$ cat config.mk
export PLATFORM = sky130hd
export DESIGN_NAME = mseq_chaos_bank
export DESIGN_NICKNAME = d
export VERILOG_FILES = /design/src/rtl/mseq_pkg.sv /design/src/rtl/mseq_lfsr_core.sv /design/src/rtl/mseq_chaos_bank.sv
export SDC_FILE = /design/constraint.sdc
export NUM_CORES = 1
export LEC_CHECK = 0
export CORE_UTILIZATION = 49
export DETAILED_ROUTE_END_ITERATION = 12
export PLACE_DENSITY = 0.8
export REMOVE_ABC_BUFFERS = 1
export SLEW_MARGIN = 10
export SYNTH_ARGS = -nofsm -noshare
export SYNTH_HDL_FRONTEND = slang
export SYNTH_HIERARCHICAL = 1
export SYNTH_SLANG_ARGS = --single-unit
$ cat constraint.sdc
create_clock -name MSEQ_clk -period 5.2 [get_ports MSEQ_clk]
set_input_delay 1.3 -clock MSEQ_clk [delete_from_list [all_inputs] [get_ports MSEQ_clk]]
set_output_delay 1.3 -clock MSEQ_clk [all_outputs]
set_load 0.05 [all_outputs]
$ cat src/rtl/mseq_pkg.sv
// mseq_pkg: shared definitions for the m-sequence generator bank.
// Holds the control FSM encoding, reference tap masks and the per-channel
// seed derivation (segment MSBs XOR channel index, all-zero forced to 1).
package mseq_pkg;

  typedef enum logic [1:0] {
    StIdle,
    StWarm,
    StRun
  } mseq_state_e;

  // Primitive tap masks (bit k set: state[k] feeds back).
  localparam logic [3:0]  PolyW4  = 4'hC;
  localparam logic [15:0] PolyW16 = 16'hD008;
  localparam logic [31:0] PolyW32 = 32'h8020_0003;

  // msbs holds the top width bits of the segment, zero-extended.
  // An all-zero LFSR would lock up, so a zero seed becomes 1.
  function automatic logic [31:0] mseq_seed(input logic [31:0] msbs,
                                            input logic [31:0] idx,
                                            input int unsigned width);
    logic [31:0] mask;
    logic [31:0] s;
    mask = (width >= 32) ? '1 : ((32'd1 << width) - 32'd1);
    s    = (msbs ^ idx) & mask;
    if (s == '0) begin
      s = 32'd1;
    end
    return s;
  endfunction

endpackage

$ cat src/rtl/mseq_lfsr_core.sv
// mseq_lfsr_core: one Fibonacci LFSR channel.
// Ports:
//   clk_i, rst_i  clock, asynchronous active-high reset (state resets to 1)
//   load_i        load seed_i (wins over adv_i)
//   adv_i         shift one step using tap mask poly_i
//   seed_i        seed value
//   poly_i        tap mask, bit k set means state[k] feeds back
//   out_o         current output bit (state MSB)
module mseq_lfsr_core #(
  parameter int unsigned Width = 16
) (
  input  logic             clk_i,
  input  logic             rst_i,
  input  logic             load_i,
  input  logic             adv_i,
  input  logic [Width-1:0] seed_i,
  input  logic [Width-1:0] poly_i,
  output logic             out_o
);

  logic [Width-1:0] state_q;

  always_ff @(posedge clk_i or posedge rst_i) begin
    if (rst_i) begin
      state_q <= {{(Width-1){1'b0}}, 1'b1};
    end else if (load_i) begin
      state_q <= seed_i;
    end else if (adv_i) begin
      state_q <= {state_q[Width-2:0], ^(state_q & poly_i)};
    end
  end

  assign out_o = state_q[Width-1];

endmodule

$ cat src/rtl/mseq_chaos_bank.sv
// mseq_chaos_bank: bank of MSEQ_CH m-sequence LFSRs seeded from one wide word.
// Ports:
//   MSEQ_clk, MSEQ_rst    clock, asynchronous active-high reset
//   MSEQ_din/_vld/_rdy    seed word handshake; channel i uses segment i
//   MSEQ_poly             tap mask latched on accept (0 selects DEFAULT_POLY)
//   MSEQ_en               advance enable; low freezes everything but accept
//   MSEQ_dout/_vld        one registered bit per channel per RUN advance
//   MSEQ_wrap             one-cycle pulse when the step count wraps
//   MSEQ_busy             high while discarding warm-up advances
module mseq_chaos_bank
  import mseq_pkg::*;
#(
  parameter int unsigned MSEQ_CH      = 16,
  parameter int unsigned SEG_W        = 16,
  parameter int unsigned LFSR_W       = 16,
  parameter int unsigned WARMUP       = 64,
  parameter logic [31:0] DEFAULT_POLY = 32'h0000_D008
) (
  input  logic                     MSEQ_clk,
  input  logic                     MSEQ_rst,
  input  logic [MSEQ_CH*SEG_W-1:0] MSEQ_din,
  input  logic                     MSEQ_din_vld,
  output logic                     MSEQ_din_rdy,
  input  logic [LFSR_W-1:0]        MSEQ_poly,
  input  logic                     MSEQ_en,
  output logic [MSEQ_CH-1:0]       MSEQ_dout,
  output logic                     MSEQ_dout_vld,
  output logic                     MSEQ_wrap,
  output logic                     MSEQ_busy
);

  localparam logic [LFSR_W-1:0] DefPoly  = DEFAULT_POLY[LFSR_W-1:0];
  // Last count before wrap: 2^LFSR_W - 2, so the wrap lands on 2^LFSR_W - 1 advances.
  localparam logic [LFSR_W-1:0] StepLast = {{(LFSR_W-1){1'b1}}, 1'b0};
  localparam bit                NoWarm   = (WARMUP == 0);
  localparam logic [9:0]        WarmLast = NoWarm ? 10'd0 : 10'(WARMUP - 1);

  mseq_state_e         state_q;
  logic                rdy_q;
  logic                busy_q;
  logic [MSEQ_CH-1:0]  dout_q;
  logic                vld_q;
  logic                wrap_q;
  logic [LFSR_W-1:0]   poly_q;
  logic [9:0]          warm_q;
  logic [LFSR_W-1:0]   step_q;

  logic                accept;
  logic                advance;
  logic                step_hit;
  logic [LFSR_W-1:0]   step_nxt;
  logic [MSEQ_CH-1:0]  lfsr_out;
  logic                unused_din;

  // Only the top LFSR_W bits of each segment seed a channel.
  assign unused_din = ^MSEQ_din;

  always_comb begin
    accept   = MSEQ_din_vld & rdy_q;
    // Reseed takes priority: no advance in an accept cycle.
    advance  = MSEQ_en & ~accept & (state_q != StIdle);
    step_hit = (step_q == StepLast);
    step_nxt = step_hit ? '0 : step_q + 1'b1;
  end

  for (genvar i = 0; i < MSEQ_CH; i++) begin : g_ch
    logic [31:0] msbs;
    logic [31:0] seed_full;
    logic        unused_seed_hi;

    always_comb begin
      msbs = '0;
      msbs[LFSR_W-1:0] = MSEQ_din[i*SEG_W+SEG_W-1 -: LFSR_W];
    end

    assign seed_full      = mseq_seed(msbs, 32'(i), LFSR_W);
    assign unused_seed_hi = ^(seed_full >> LFSR_W);

    mseq_lfsr_core #(
      .Width (LFSR_W)
    ) u_core (
      .clk_i  (MSEQ_clk),
      .rst_i  (MSEQ_rst),
      .load_i (accept),
      .adv_i  (advance),
      .seed_i (seed_full[LFSR_W-1:0]),
      .poly_i (poly_q),
      .out_o  (lfsr_out[i])
    );
  end

  always_ff @(posedge MSEQ_clk or posedge MSEQ_rst) begin
    if (MSEQ_rst) begin
      state_q <= StIdle;
      rdy_q   <= 1'b0;
      busy_q  <= 1'b0;
      dout_q  <= '0;
      vld_q   <= 1'b0;
      wrap_q  <= 1'b0;
      poly_q  <= DefPoly;
      warm_q  <= '0;
      step_q  <= '0;
    end else begin
      vld_q  <= 1'b0;
      wrap_q <= 1'b0;
      if (state_q == StIdle) begin
        rdy_q <= 1'b1;
      end
      if (accept) begin
        poly_q <= (MSEQ_poly == '0) ? DefPoly : MSEQ_poly;
        warm_q <= '0;
        step_q <= '0;
        if (NoWarm) begin
          state_q <= StRun;
          busy_q  <= 1'b0;
          rdy_q   <= 1'b1;
        end else begin
          state_q <= StWarm;
          busy_q  <= 1'b1;
          rdy_q   <= 1'b0;
        end
      end else if (MSEQ_en) begin
        unique case (state_q)
          StIdle: ;
          StWarm: begin
            warm_q <= warm_q + 1'b1;
            step_q <= step_nxt;
            wrap_q <= step_hit;
            if (warm_q == WarmLast) begin
              state_q <= StRun;
              busy_q  <= 1'b0;
              rdy_q   <= 1'b1;
            end
          end
          StRun: begin
            step_q <= step_nxt;
            wrap_q <= step_hit;
            dout_q <= lfsr_out;
            vld_q  <= 1'b1;
          end
          default: state_q <= StIdle;
        endcase
      end
    end
  end

  assign MSEQ_din_rdy  = rdy_q;
  assign MSEQ_busy     = busy_q;
  assign MSEQ_dout     = dout_q;
  assign MSEQ_dout_vld = vld_q;
  assign MSEQ_wrap     = wrap_q;

endmodule

Word-level counts from Yosys, hierarchy flattened
Index checks and enable logic that the tools add are counted.

operators by class
  add/subtract/negate cells = 2
  equal/unequal tests = 6
  muxes and demuxes = 75
  bitwise gates (word level) = 35
  reductions and logical operators = 47

operator list
  cell                     number
  $mux W16                 53
  $logic_not A32 Y1        16
  $and A16 B16 Y16         16
  $reduce_xor A16 Y1       16
  $mux W10                 3
  $add A16 B1 Y16 const B  1
  $eq A16 B16 Y1 const B   1
  $logic_not A16 Y1        1
  $mux W1                  15
  $not A2 Y2               6
  $not A3 Y3               4
  $reduce_bool A2 Y1       6
  $add A10 B1 Y10 const B  1
  $eq A10 B6 Y1 const B    1
  $reduce_and A3 Y1        3
  $mux W2                  3
  $not A1 Y1               5
  $not A4 Y4               1
  $pmux W2 S2              1
  $reduce_and A2 Y1        2
  $reduce_or A2 Y1         2
  $and A1 B1 Y1            3
  $ne A3 B3 Y1 const B     1
  $eq A2 B1 Y1 const B     1
  other kinds (3)          3

word-level totals
  bits in registers = 320
  bits of input ports = 276
  output and inout port bits = 20
  word-level logic and storage cells = 190

Logic depth before layout (Yosys ltp)
Gate-level depths: netlist (run 1).

  word-level depth = 6
  mapped depth = 9
  gate-level depth less buffers = 6

Hierarchy
The synthesis (run 1) kept the hierarchy.

modules (own cells, without submodules)
  module           times used  cells an instance  area an instance (um2)  seq. area each (um2)
  mseq_lfsr_core   16          102                940.9                   401.6
  mseq_chaos_bank  1           618                4435.5                  1606.5

Worst setup path after synthesis (run 1)
Ideal clock, no wire load.

  path type = in2reg
  from = input MSEQ_din_vld
  to = register g_ch[0].u_core.state_q[2]
  library setup time = 0.135 ns
  arrival = 4.150 ns
  required time = 5.065 ns
  setup slack = 0.915 ns
  stages = 6
  buffers on the path = 3
  cell sequence = nand2_1 -> inv_1 -> clkbuf_1 -> clkbuf_1 -> clkbuf_1 -> o21ai_0

on the way
  longest elaborated chain between the ends = 5
  elaborated cells between the ends (all ways) = 6
  those cells by class = 1 x mux; 4 x bitwise; 1 x reduce/logical

RTL lines
  element                       line                   RTL
  from (decl)                   mseq_chaos_bank.sv:22  input logic MSEQ_din_vld,
  $and A1 B1 Y1 *               mseq_chaos_bank.sv:59  accept = MSEQ_din_vld & rdy_q;
  named net accept              mseq_chaos_bank.sv:48  logic accept;
  $not A1 Y1 (no line)          --
  $and A1 B1 Y1 (2 in a row)    mseq_chaos_bank.sv:61  advance = MSEQ_en & ~accept & (state_q != StIdle);
  $reduce_bool A2 Y1 (no line)  --
  to (signal assigned)          mseq_lfsr_core.sv:25   state_q <= {{(Width-1){1'b0}}, 1'b1};
  to (signal assigned)          mseq_lfsr_core.sv:27   state_q <= seed_i;
  to (signal assigned)          mseq_lfsr_core.sv:29   state_q <= {state_q[Width-2:0], ^(state_q & poly_i)};
  to (decl)                     mseq_lfsr_core.sv:21   logic [Width-1:0] state_q;

Mark *: on every way through the listed nets, which the timed path passes. The rest lies on a longest branch.
A chain may end at the register's enable or synchronous reset.

Final worst setup path (run 1)
  from = input MSEQ_din_vld
  to = register g_ch[14].u_core.state_q[15]

on the way
  longest elaborated chain between the ends = 5
  elaborated cells between the ends (all ways) = 6
  those cells by class = 1 x mux; 4 x bitwise; 1 x reduce/logical

RTL lines
  element                       line                   RTL
  $and A1 B1 Y1                 mseq_chaos_bank.sv:59
  $not A1 Y1 (no line)          --
  $and A1 B1 Y1 (2 in a row)    mseq_chaos_bank.sv:61
  named net advance             mseq_chaos_bank.sv:49  logic advance;
  $reduce_bool A2 Y1 (no line)  --
  to (signal assigned)          mseq_lfsr_core.sv:25
  to (signal assigned)          mseq_lfsr_core.sv:27
  to (signal assigned)          mseq_lfsr_core.sv:29
  to (decl)                     mseq_lfsr_core.sv:21

The timed path passes the listed nets, and every way through them passes these cells.

==> flow_summary.yaml, run 1 <==
run_status:
  status: "finished, final reports clean"
cts:
  cts-htree-levels: 2
  clockBufferDepth: 3
  cts-root-buf: "clkbuf_16"
  insertion_delay_ps: 520
  cts_tree: "yes"
  clock_sinks: 320
  ctsResizeCount: 0
  clkTransAtPathRegs_ps: 60
  cts_buffers: 37
  holdBufCountCts: 0
  cts_setup_buffers: 0
power_and_ir_drop:
  p_total_mw: 14.17
  intPower_mw: 8.454
  netSwitchingFraction_pct: 40.32
  p_seq_share_pct: 35.1
  ir_worst_vdd_v: 0.0004027
  p_clk_share_pct: 18.1
  leakage_nw: 9.522
  netSwitchingPower_mw: 5.713
  power_frac_comb_pct: 46.8
  power_density_mw_per_mm2: 607.1
yosys:
  ys_types: 54
  synth_seq_area_share_pct: 41.21
  ys_ff_latch: 320
  synthArstFlopShare_pct: 100.0
  ys_warn_count: 6
  synth_edf_count: 0
  avgSynthCellArea_um2: 8.662
  synth_ff_type: "dfrtp_1"
  postSynthCellCount: 2250
  synth_area_mm2: 0.01949
floorplan:
  io_pins: 296
  chipWidth_um: 201.4
  die_h_um: 201.4
  row_count: 72
  dieArea_mm2: 0.04058
  core_mm2: 0.03892
  initial_core_util_pct: 50.08
sta:
  setup_viol: 0
  fin_worst_skew_ps: 20.75
  hold_violations: 0
  relSlewSlack_pct: 13.68
  whs_ps: 487.2
  period_needed_ps: 3412
  worstMarginPinSlew_ps: 1295
  period_share_pct: 65.61
  max_freq_ghz: 0.2931
  rsz0062_at_grt: "no"
  slew_viol_final: 0
  timing.final.ws_setup_ps: 1788
place:
  portBuffers: 295
  hpwlAfterDp_um: 37540
  pre_cts_ws_ps: 1290
  gp_congestion: 0.8622
  placed_area_mm2: 0.02211
setup_path:
  worstSetupPathType: "in2reg"
  required_ps: 5560
  endpoint_kind: "flip-flop"
  start_kind: "primary input"
  cp_max_fo: 34
  critPathArrivalTime_ps: 3770
global_routing:
  grt_max_degree: 313
  grt_use_total_pct: 27.36
  grt.overflow.total: 0
  antenna_found_initial: 5
  grt_pass1_wl_um: 87850
  grt_pass1_vias: 16220
detailed_routing:
  routed_via_density: 5.605
  ant_nets: 0
  post-route-drc-count: 0
  dr.pass1.iters: 5
  drtIter0Drc: 1134
  vias: 15957
  wl_per_cell_um: 19.46
  wl_um: 55410
layout:
  layout-drive-gt1-share_pct: 7.576
  final_common_cell: "nand2_1"
  final_core_util_pct: 59.96
  regArea_mm2: 0.008034
  multi_input_area_mm2: 0.01008
  fill_cells: 3322
  finalInstanceArea_mm2: 0.02333
  num-nets-final: 2577
  area_delta_synth_final_pct: 19.73
  final_cell_mix: "nand2_1 (543), dfrtp_1 (299), clkdlybuf4s50_1 (295), o21ai_0 (247), mux2i_1 (240)"
flow_run:
  drv_cap: 0
hold_path:
  hp-class: "reg2reg"
synth_stat cells, drive strengths merged (4+ instances only):
cell	instances	share of area [%]
xor2	66	3.0
dfrtp	300	39
o21ai	263	6.8
nor3b	16	0.62
nand3	12	0.31
or3	4	0.13
nor3	22	0.56
ha	6	0.39
and3	6	0.21
a21oi	22	0.56
nand4	16	0.55
buf	37	1.0
mux2	17	0.98
a31oi	9	0.29
o22a	5	0.22
mux2i	240	12
nor4	56	1.8
inv	48	0.92
clkbuf	271	5.2
dfstp	20	2.7
nor2	18	0.35
nand2b	17	0.55
a41o	9	0.46
nand2	559	11
xnor2	181	9.4
final timing paths:
path	from	end	slack, ps	depth (start not counted)
worst max-delay path	MSEQ_din_vld	g_ch[14].u_core/state_q[15]$_DFFE_PP0P_	1790	8
worst min-delay path	poly_q[7]$_DFFE_PP0N_	poly_q[7]$_DFFE_PP0N_	490	2
worst max register to register	MSEQ_din_rdy$_DFF_PP0_	g_ch[14].u_core/state_q[15]$_DFFE_PP0P_	2510	7
worst min register to register	poly_q[7]$_DFFE_PP0N_	poly_q[7]$_DFFE_PP0N_	490	2
max in group asynchronous	MSEQ_rst	warm_q[8]$_DFFE_PP0P_	2780	4
min in group asynchronous	MSEQ_rst	g_ch[6].u_core/state_q[5]$_DFFE_PP0P_	1460	3
state kept, by name (all words and copies together), names as in the netlist:
signal               count
MSEQ_busy                1
g_ch.u_core/state_q    256
warm_q                  10
MSEQ_din_rdy             1
step_q                  16
state_q                  2
MSEQ_dout               16
poly_q                  16
MSEQ_wrap                1
MSEQ_dout_vld            1
metal layers:
metal / global-route usage (%) / vias to the layer above / wire length, um
met4: 9.821 / 0 / 2109
met3: 5.264 / 135 / 4390
met5: 0 / - / 0
met1: 36.09 / 7779 / 23070
met2: 44.80 / 588 / 25830
li1: - / 7455 / -
critical path: stages:
cell and delay (ps):
clkdlybuf4s50_1 390, nand2_1 520, nand2_1 210, nor2_4 160
buf_4 270, buf_4 510, mux2i_1 270, o21ai_0 110
power groups by stage:
stage               Clock [mW]  Combinational (mW)  Sequential [mW]
global placement             0                6.33             4.90
floorplan                    0                5.89             4.45
detailed placement           0                6.59             4.95
global route              2.71                7.30             5.08
finish                    2.57                6.63             4.97
CTS                       2.61                6.63             4.93
area by class of cell:
| cell class | instances | share of cell area, % |
|---|---|---|
| well taps | 518 | 2.777 |
| repair buffers | 314 | 13.53 |
| clock inverters | 9 | 0.3378 |
| diodes | 6 | 0.06434 |
| multi-input cells | 1574 | 43.22 |
| inverters | 48 | 0.8096 |
| clock buffers | 58 | 4.831 |
| flip-flops and latches | 320 | 34.43 |
through the flow:
stage	instances	setup TNS (ps)
6_report	2847	0
2_1_floorplan	1942	-3549150
5_1_grt	2846	0
4_1_cts	2841	0
3_5_place_dp	2774	0
3_3_place_gp	2774	0
cells by family after synthesis:
logic type	Yosys count	share of synthesized area, %
AND/OR/NAND/NOR	735	16.41
flip-flops	320	41.21
XOR/XNOR	247	12.33
AO/OA/AOI/OAI	329	9.212
multiplexers	257	13.31
buffers and inverters	356	7.139
adder cells (fa/ha/maj)	6	0.3852
(Power assumes the default switching activity.)
==> run 2, diff against run 1 <==
- clock period: 5.2 -> 3.3 ns (I/O delays scaled with it)
==> flow_summary.yaml, run 2 (synthesis gave the netlist of run 1 again) <==
layout:
  multi_input_area_mm2: 0.01008
  largest_register: "g_ch.u_core/state_q"
  final_common_cell: "nand2_1"
  layout-drive-gt1-share_pct: 8.759
  largest_reg_flops: 256
  area_delta_synth_final_pct: 21.63
  num-nets-final: 2604
  regArea_mm2: 0.008034
  final_cell_mix: "nand2_1 (543), dfrtp_1 (299), clkdlybuf4s50_1 (295), o21ai_0 (247), mux2i_1 (240)"
  final_cells: 2871
  fill_cells: 3268
cts:
  insertion_delay_ps: 540
  cts_buffers: 39
  holdBufCountCts: 0
  clkTransAtPathRegs_ps: 50
  cts_setup_buffers: 0
  ctsResizeCount: 0
  clockBufferDepth: 3
  cts_tree: "yes"
  clock_sinks: 320
  cts-root-buf: "clkbuf_16"
  cts-htree-levels: 2
place:
  pre_cts_ws_ps: 630.4
  portBuffers: 295
  dp.cells: 2799
  gp_congestion: 0.9062
  hpwlAfterDp_um: 38610
hold_path:
  hp-class: "reg2reg"
setup_path:
  path_cells: "clkdlybuf4s50_1"
  cpPeakStageDelay_ps: 860
  crit_slowest_cell: "clkdlybuf4s50_1"
  critPathTopFamily: "buffers and inverters"
  cp_max_fo: 2
  critPathArrivalTime_ps: 1830
  worstSetupPathType: "reg2out"
  start_kind: "flip-flop"
  path_buf_inv: 1
  endpoint_kind: "output port"
  required_ps: 2470
sta:
  fin_worst_skew_ps: 10.74
  max_freq_ghz: 0.3763
  slew_viol_final: 0
  hold_violations: 0
  rsz0062_at_grt: "no"
  relSlewSlack_pct: 43.38
  timing.final.ws_setup_ps: 642.6
  worstMarginPinSlew_ps: 849.3
  period_needed_ps: 2657
  period_share_pct: 80.53
  setup_viol: 0
power_and_ir_drop:
  intPower_mw: 13.68
  power_frac_comb_pct: 47.5
  netSwitchingPower_mw: 9.265
  ir_worst_vdd_v: 0.0005489
  p_total_mw: 22.94
  power_density_mw_per_mm2: 967.8
  p_clk_share_pct: 19.1
  netSwitchingFraction_pct: 40.39
  p_seq_share_pct: 33.3
  leakage_nw: 9.741
floorplan:
  dieArea_mm2: 0.04058
  row_count: 72
  core_mm2: 0.03892
  chipWidth_um: 201.4
  die_h_um: 201.4
  initial_core_util_pct: 50.08
  io_pins: 296
detailed_routing:
  vias: 16110
  dr.pass1.iters: 5
  wl_um: 56530
  drtIter0Drc: 1134
  wl_per_cell_um: 19.69
  routed_via_density: 5.611
  ant_nets: 0
  post-route-drc-count: 0
global_routing:
  grt_pass1_wl_um: 88240
  grt_use_total_pct: 27.61
  grt_max_degree: 128
  grt_pass1_vias: 16306
  grt.overflow.total: 0
  antenna_found_initial: 1
flow_run:
  drv_cap: 0
run_status:
  status: "finished, final reports clean"
[run 2: cell types whose count changed in the layout (fill, tap and decap cells not counted), sizes merged]
cell      previous run  this run
diode                6         1
inv                 48        49
bufinv               1         4
buf                 19        44
clkinv               6        12
clkbuf              58        54
clkinvlp             2         0
[run 2: through the flow]
step	hold slack, ps	area [um2]	utilization, %	TNS [ps]
6_report	473.8	23710	60.91	0
5_1_grt	506.4	23710	60.91	0
2_1_floorplan	470.7	18280	-	-3969520
3_3_place_gp	463.7	22400	57.55	0
4_1_cts	478.3	23700	60.91	0
3_5_place_dp	464.5	22400	57.55	0
[run 2: final timing paths]
check                                     startpoint                               endpoint  slack (ps)  cells past startpoint
max in group asynchronous                   MSEQ_rst  g_ch[8].u_core/state_q[8]$_DFFE_PP0P_        1500                      3
hold / removal                 poly_q[7]$_DFFE_PP0N_                  poly_q[7]$_DFFE_PP0N_         470                      2
hold reg to reg                poly_q[7]$_DFFE_PP0N_                  poly_q[7]$_DFFE_PP0N_         470                      2
setup / recovery           MSEQ_dout[10]$_DFFE_PP0P_                          MSEQ_dout[10]         640                      1
min in group asynchronous                   MSEQ_rst              MSEQ_dout[13]$_DFFE_PP0P_        1100                      2
setup reg to reg               poly_q[3]$_DFFE_PP1N_  g_ch[3].u_core/state_q[0]$_DFFE_PP1P_        1130                      6
[run 2: layout make-up]
cell class	instances	area share (%)
multi-input combinational	1574	42.52
clock inverter	17	0.8603
inverter	48	0.7970
antenna	1	0.01056
tap	518	2.734
timing repair buffer	339	14.54
clock buffer	54	4.655
sequential	320	33.89
[run 2: power by group through the flow]
| stage | Sequential, mW | Clock [mW] | Combinational (mW) |
|---|---|---|---|
| after floorplan | 6.88 | 0 | 8.04 |
| after global placement | 7.53 | 0 | 10.4 |
| after detailed placement | 7.61 | 0 | 10.8 |
| after CTS | 7.58 | 4.44 | 10.9 |
| after global routing | 7.82 | 4.61 | 11.9 |
| final | 7.65 | 4.39 | 10.9 |
[run 2: worst min-delay path, delay by kind of cell (launching register included)]
kind / cells / cell delay [ps]
AND/OR/NAND/NOR: 2 / 100
flip-flops: 1 / 340
[run 2: layer usage]
| layer | wire length (um) | share of wire (%) | global-route usage [%] |
|---|---|---|---|
| met5 | 0 | 0 | 0 |
| met4 | 2031 | 3.6 | 9.767 |
| met1 | 24150 | 43 | 36.81 |
| met3 | 3848 | 6.8 | 4.778 |
| met2 | 26500 | 47 | 45.22 |
==> run 3, diff against run 2 <==
- PLACE_DENSITY: 0.8 -> 0.83
- clock period: 3.3 -> 2.4 ns (I/O delays scaled with it)
==> flow_summary.yaml, run 3 (synthesis gave the netlist of run 1 again) <==
global_routing:
  grt_pass1_wl_um: 89760
  antenna_found_initial: 5
  grt.overflow.total: 0
  grt_use_total_pct: 28.05
  grt_max_degree: 76
  grt_pass1_vias: 16411
layout:
  fill_cells: 3065
  final_core_util_pct: 62.67
  largest_reg_flops: 256
  final_cell_mix: "nand2_1 (543), dfrtp_1 (299), clkdlybuf4s50_1 (293), o21ai_0 (247), mux2i_1 (240)"
  multi_input_area_mm2: 0.01008
  layout-drive-gt1-share_pct: 10.98
  regArea_mm2: 0.008034
  largest_register: "g_ch.u_core/state_q"
  final_cells: 2926
  finalInstanceArea_mm2: 0.02439
  num-nets-final: 2658
  final_common_cell: "nand2_1"
  area_delta_synth_final_pct: 25.15
detailed_routing:
  vias: 16408
  ant_nets: 0
  dr.pass1.iters: 5
  routed_via_density: 5.608
  post-route-drc-count: 0
  wl_per_cell_um: 19.71
  wl_um: 57670
  drtIter0Drc: 1278
cts:
  clkTransAtPathRegs_ps: 60
  clock_sinks: 320
  clockBufferDepth: 3
  cts_buffers: 36
  cts_setup_buffers: 0
  cts_tree: "yes"
  insertion_delay_ps: 540
  cts-htree-levels: 2
  ctsResizeCount: 2
  cts-root-buf: "clkbuf_16"
  holdBufCountCts: 0
floorplan:
  io_pins: 296
  row_count: 72
  core_mm2: 0.03892
  die_h_um: 201.4
  chipWidth_um: 201.4
  initial_core_util_pct: 50.08
  dieArea_mm2: 0.04058
sta:
  rsz0062_at_grt: "no"
  setup_viol: 0
  whs_ps: 493.4
  period_share_pct: 98.17
  hold_violations: 0
  relSlewSlack_pct: 59.08
  period_needed_ps: 2356
  max_freq_ghz: 0.4244
  fin_worst_skew_ps: 28.74
  slew_viol_final: 0
  worstMarginPinSlew_ps: 613.1
place:
  hpwlAfterDp_um: 41000
  dp.cells: 2856
  portBuffers: 295
  placed_area_mm2: 0.02306
  gp_congestion: 0.8993
setup_path:
  r2r-end: "g_ch[3].u_core/state_q[0]$_DFFE_PP1P_"
  critPathTopFamily: "buffers and inverters"
  ff2ff_path_depth: 7
  path_buf_inv: 1
  required_ps: 1800
  crit_slowest_cell: "clkdlybuf4s50_1"
  worstSetupPathType: "reg2out"
  cp_max_fo: 2
  start_kind: "flip-flop"
  path_cells: "clkdlybuf4s50_1"
  reg2reg_slack_ps: 370
  critPathArrivalTime_ps: 1760
  endpoint_kind: "output port"
  cpPeakStageDelay_ps: 830
  rr_startpoint: "poly_q[3]$_DFFE_PP1N_"
flow_run:
  drv_cap: 0
power_and_ir_drop:
  ir_worst_vdd_v: 0.0006113
  p_total_mw: 32.43
  power_density_mw_per_mm2: 1330
  leakage_nw: 10.12
hold_path:
  hp-class: "in2async"
run_status:
  status: "finished, final reports clean"
==> run 3: worst max path at each step <==
| stage | from | to | slack, ps | cells after the start |
|---|---|---|---|---|
| CTS | MSEQ_dout[8]$_DFFE_PP0P_ | MSEQ_dout[8] | 30 | 1 |
| floorplan | MSEQ_din_rdy$_DFF_PP0_ | g_ch[0].u_core/state_q[10]$_DFFE_PP0P_ | -15410 | 5 |
| finish | MSEQ_dout[4]$_DFFE_PP0P_ | MSEQ_dout[4] | 40 | 1 |
| global route | MSEQ_dout[8]$_DFFE_PP0P_ | MSEQ_dout[8] | 20 | 1 |
| detailed placement | MSEQ_en | g_ch[10].u_core/state_q[9]$_DFFE_PP0P_ | -20 | 7 |
| global placement | MSEQ_din_vld | step_q[6]$_DFFE_PP0P_ | 80 | 6 |
==> run 3: through the flow <==
stage,setup TNS [ps],setup WS (ps)
floorplan,-4188620,-15410
global placement,0,78.38
detailed placement,-33.89,-17.76
CTS,0,33.69
global route,0,23.31
finish,0,43.86
==> run 3: layout make-up <==
class,count,share of cell area (%)
Multi-Input combinational cell,1574,41.32
Sequential cell,320,32.94
Timing Repair Buffer,396,16.85
Clock buffer,48,4.294
Tap cell,518,2.657
Clock inverter,18,1.129
Inverter,48,0.7746
Antenna cell,4,0.04104
==> run 3: routing by layer <==
layer	wire, um	GRT usage (%)	vias to the layer above
met5	27	0	-
met4	2140	10.52	4
met3	4181	4.632	140
met2	27130	45.75	662
met1	24190	37.43	7984
li1	-	-	7618
==> run 3: power breakdown <==
part | internal, mW | switching (mW) | total (mW)
Clock | 3.83 | 2.31 | 6.13
Combinational | 7.88 | 8.21 | 16.1
Sequential | 7.86 | 2.35 | 10.2
Total | 19.6 | 12.9 | 32.4
==> RTL change (config.mk and constraints of run 3) <==
`MSEQ_CH`: 16 -> 18.
--- a/src/rtl/mseq_chaos_bank.sv
+++ b/src/rtl/mseq_chaos_bank.sv
@@ -12,3 +12,3 @@
 #(
-  parameter int unsigned MSEQ_CH      = 16,
+  parameter int unsigned MSEQ_CH      = 18,
   parameter int unsigned SEG_W        = 16,
Ports: changed (resized MSEQ_din and MSEQ_dout); port bits go from 296 to 330. No check against the original RTL was run, so the function may have changed too.
==> RTL change against run 3 <==
- count of clock-buffer cells in the layout up 12
- area after synthesis up 11%
- design area up 10%
- synthesized cell count up 11%
- setup slack worse by 0.016 ns
- total power up 11%
- routed wire length up 15%
- sequential cell count up 34
- highest routed layer unchanged
==> RTL change: results (changes against run 3) <==
[drt]
viasPerCell=5.73  ; +2.1%
routed_wl_um=66200  ; +15%
m1WireLength_um=26900  ; +11%
drtIter0Drc=1761  ; +38%
ant_nets=0  ; unchanged
dr.pass1.iters=5  ; unchanged
met3_length_um=5060  ; +21%
wl_met2_um=31100  ; +14%

[global_routing]
use_met2_pct=48.1  ; +2.4 points
grt.total_usage_pct=29.5  ; +1.5 points
antenna_found_initial=3  ; -2
grt_use_met1_pct=38.4  ; +0.93 points
met3_usage_pct=4.39  ; -0.25 points
grt_pass1_wl_um=103000  ; +14%
grt_max_degree=80  ; +5.3%
grt_pass1_vias=18800  ; +15%

[placement]
dp_hpwl_um=46900  ; +14%
gp_congestion=0.948  ; +5.4%
io_buffers=329  ; +12%
dpl_worst_slack_ns=-0.0393  ; -0.0216 ns

[finish]
drive_above_1_share_pct=9.89  ; -1.1 points
fin_nets=2942  ; +11%
largest_reg_flops=288  ; +13%
fillers=3501  ; +14%

[min_path]
hold_path_class=register to register
whs_endpoint=MSEQ_dout[9]

[critical_path]
rr_endpoint=step_q[5]
cp_max_fo=2  ; unchanged
rr_startpoint=step_q[0]
worstSetupEndpoint=MSEQ_dout[0]
r2r_cells=6  ; -1
startpoint=MSEQ_dout[0]
ff2ff_setup_slack_ns=0.27  ; -0.10 ns
slowest_stage=clkdlybuf4s50_1

[yosys]
synthTopCellsByArea=dfrtp_1 38%, mux2i_1 12%, nand2_1 10%
synth_cell_types=51  ; -5.6%
ys_seq_area_share_pct=41.0  ; -0.18 points
synth_commonest_cells=604 x nand2_1, 332 x dfrtp_1, 305 x clkbuf_1

[timing]
fmax_ghz=0.422  ; -0.67%
slew_headroom_pct=56.2  ; -2.9 points
finalClockSkew_ns=0.0147  ; -0.0140 ns

[clock_tree]
cts_made_buffers=40  ; +11%
clk_pin_slew_ns=0.06  ; about the same
post_cts_resized=3  ; +1
h-tree-depth=2  ; unchanged
clk_latency_ns=0.55
cts_buffer_depth=3  ; unchanged
root_buffer=clkbuf_16

[power_and_ir_drop]
peakVddDrop_v=0.000658  ; +7.7%
p_leak_nw=11.1  ; +9.6%

[outcome]
status=completed

==> RTL change: cell types whose count changed in the layout (fill, tap and decap cells not counted), moves of 9 or more <==
cell	delta
clkdlybuf4s50_1	+33
buf_4	-9
xnor2_1	+18
nand2_1	+61
o21ai_0	+26
dfrtp_1	+32
mux2i_1	+30
==> RTL change: layout make-up <==
cell class                      instances  area [sq um]  area share, %
Clock inverter                         12           210          0.780
Timing Repair Buffer                  426          4480           16.6
Inverter                               56           219          0.813
Sequential cell                       354          8890           33.0
Multi-Input combinational cell       1750         11200           41.6
Antenna cell                            1          2.50        0.00929
Tap cell                              585           732           2.72
Clock buffer                           60          1190           4.41
==> RTL change: metrics by stage <==
stage / area [sq um] / util, % / instances / hold slack (ns) / power, W
CTS: 26900 / 62.1 / 3243 / 0.506 / 0.0360
detailed placement: 25500 / 58.9 / 3171 / 0.492 / 0.0292
global placement: 25500 / 58.9 / 3171 / 0.489 / 0.0284
finish: 26900 / 62.1 / 3244 / 0.503 / 0.0361
floorplan: 20300 / - / 2160 / 0.497 / 0.0233
global route: 26900 / 62.1 / 3244 / 0.508 / 0.0383
==> RTL change: kinds of logic (layout without fill, tap and decap cells) <==
kind of cell | Yosys count | in the layout | share of synthesized area [%]
xor gates and xnor gates | 277 | 277 | 12.5
muxes | 288 | 288 | 13.4
adders and majority gates | 6 | 6 | 0.347
other | 0 | 1 | 0
and+or+nand+nor | 814 | 814 | 16.5
AOI/OAI and AO/OA | 365 | 365 | 9.04
DFF | 354 | 354 | 41.0
buffers and inverters | 401 | 554 | 7.23
==> RTL change: power breakdown <==
group	total, W	switching (W)	leakage [nW]	internal (W)
logic	0.0182	0.00935	6.00	0.00883
registers	0.0113	0.00261	4.40	0.00873
clock network	0.00656	0.00251	0.690	0.00406
total	0.0361	0.0145	11.1	0.0216
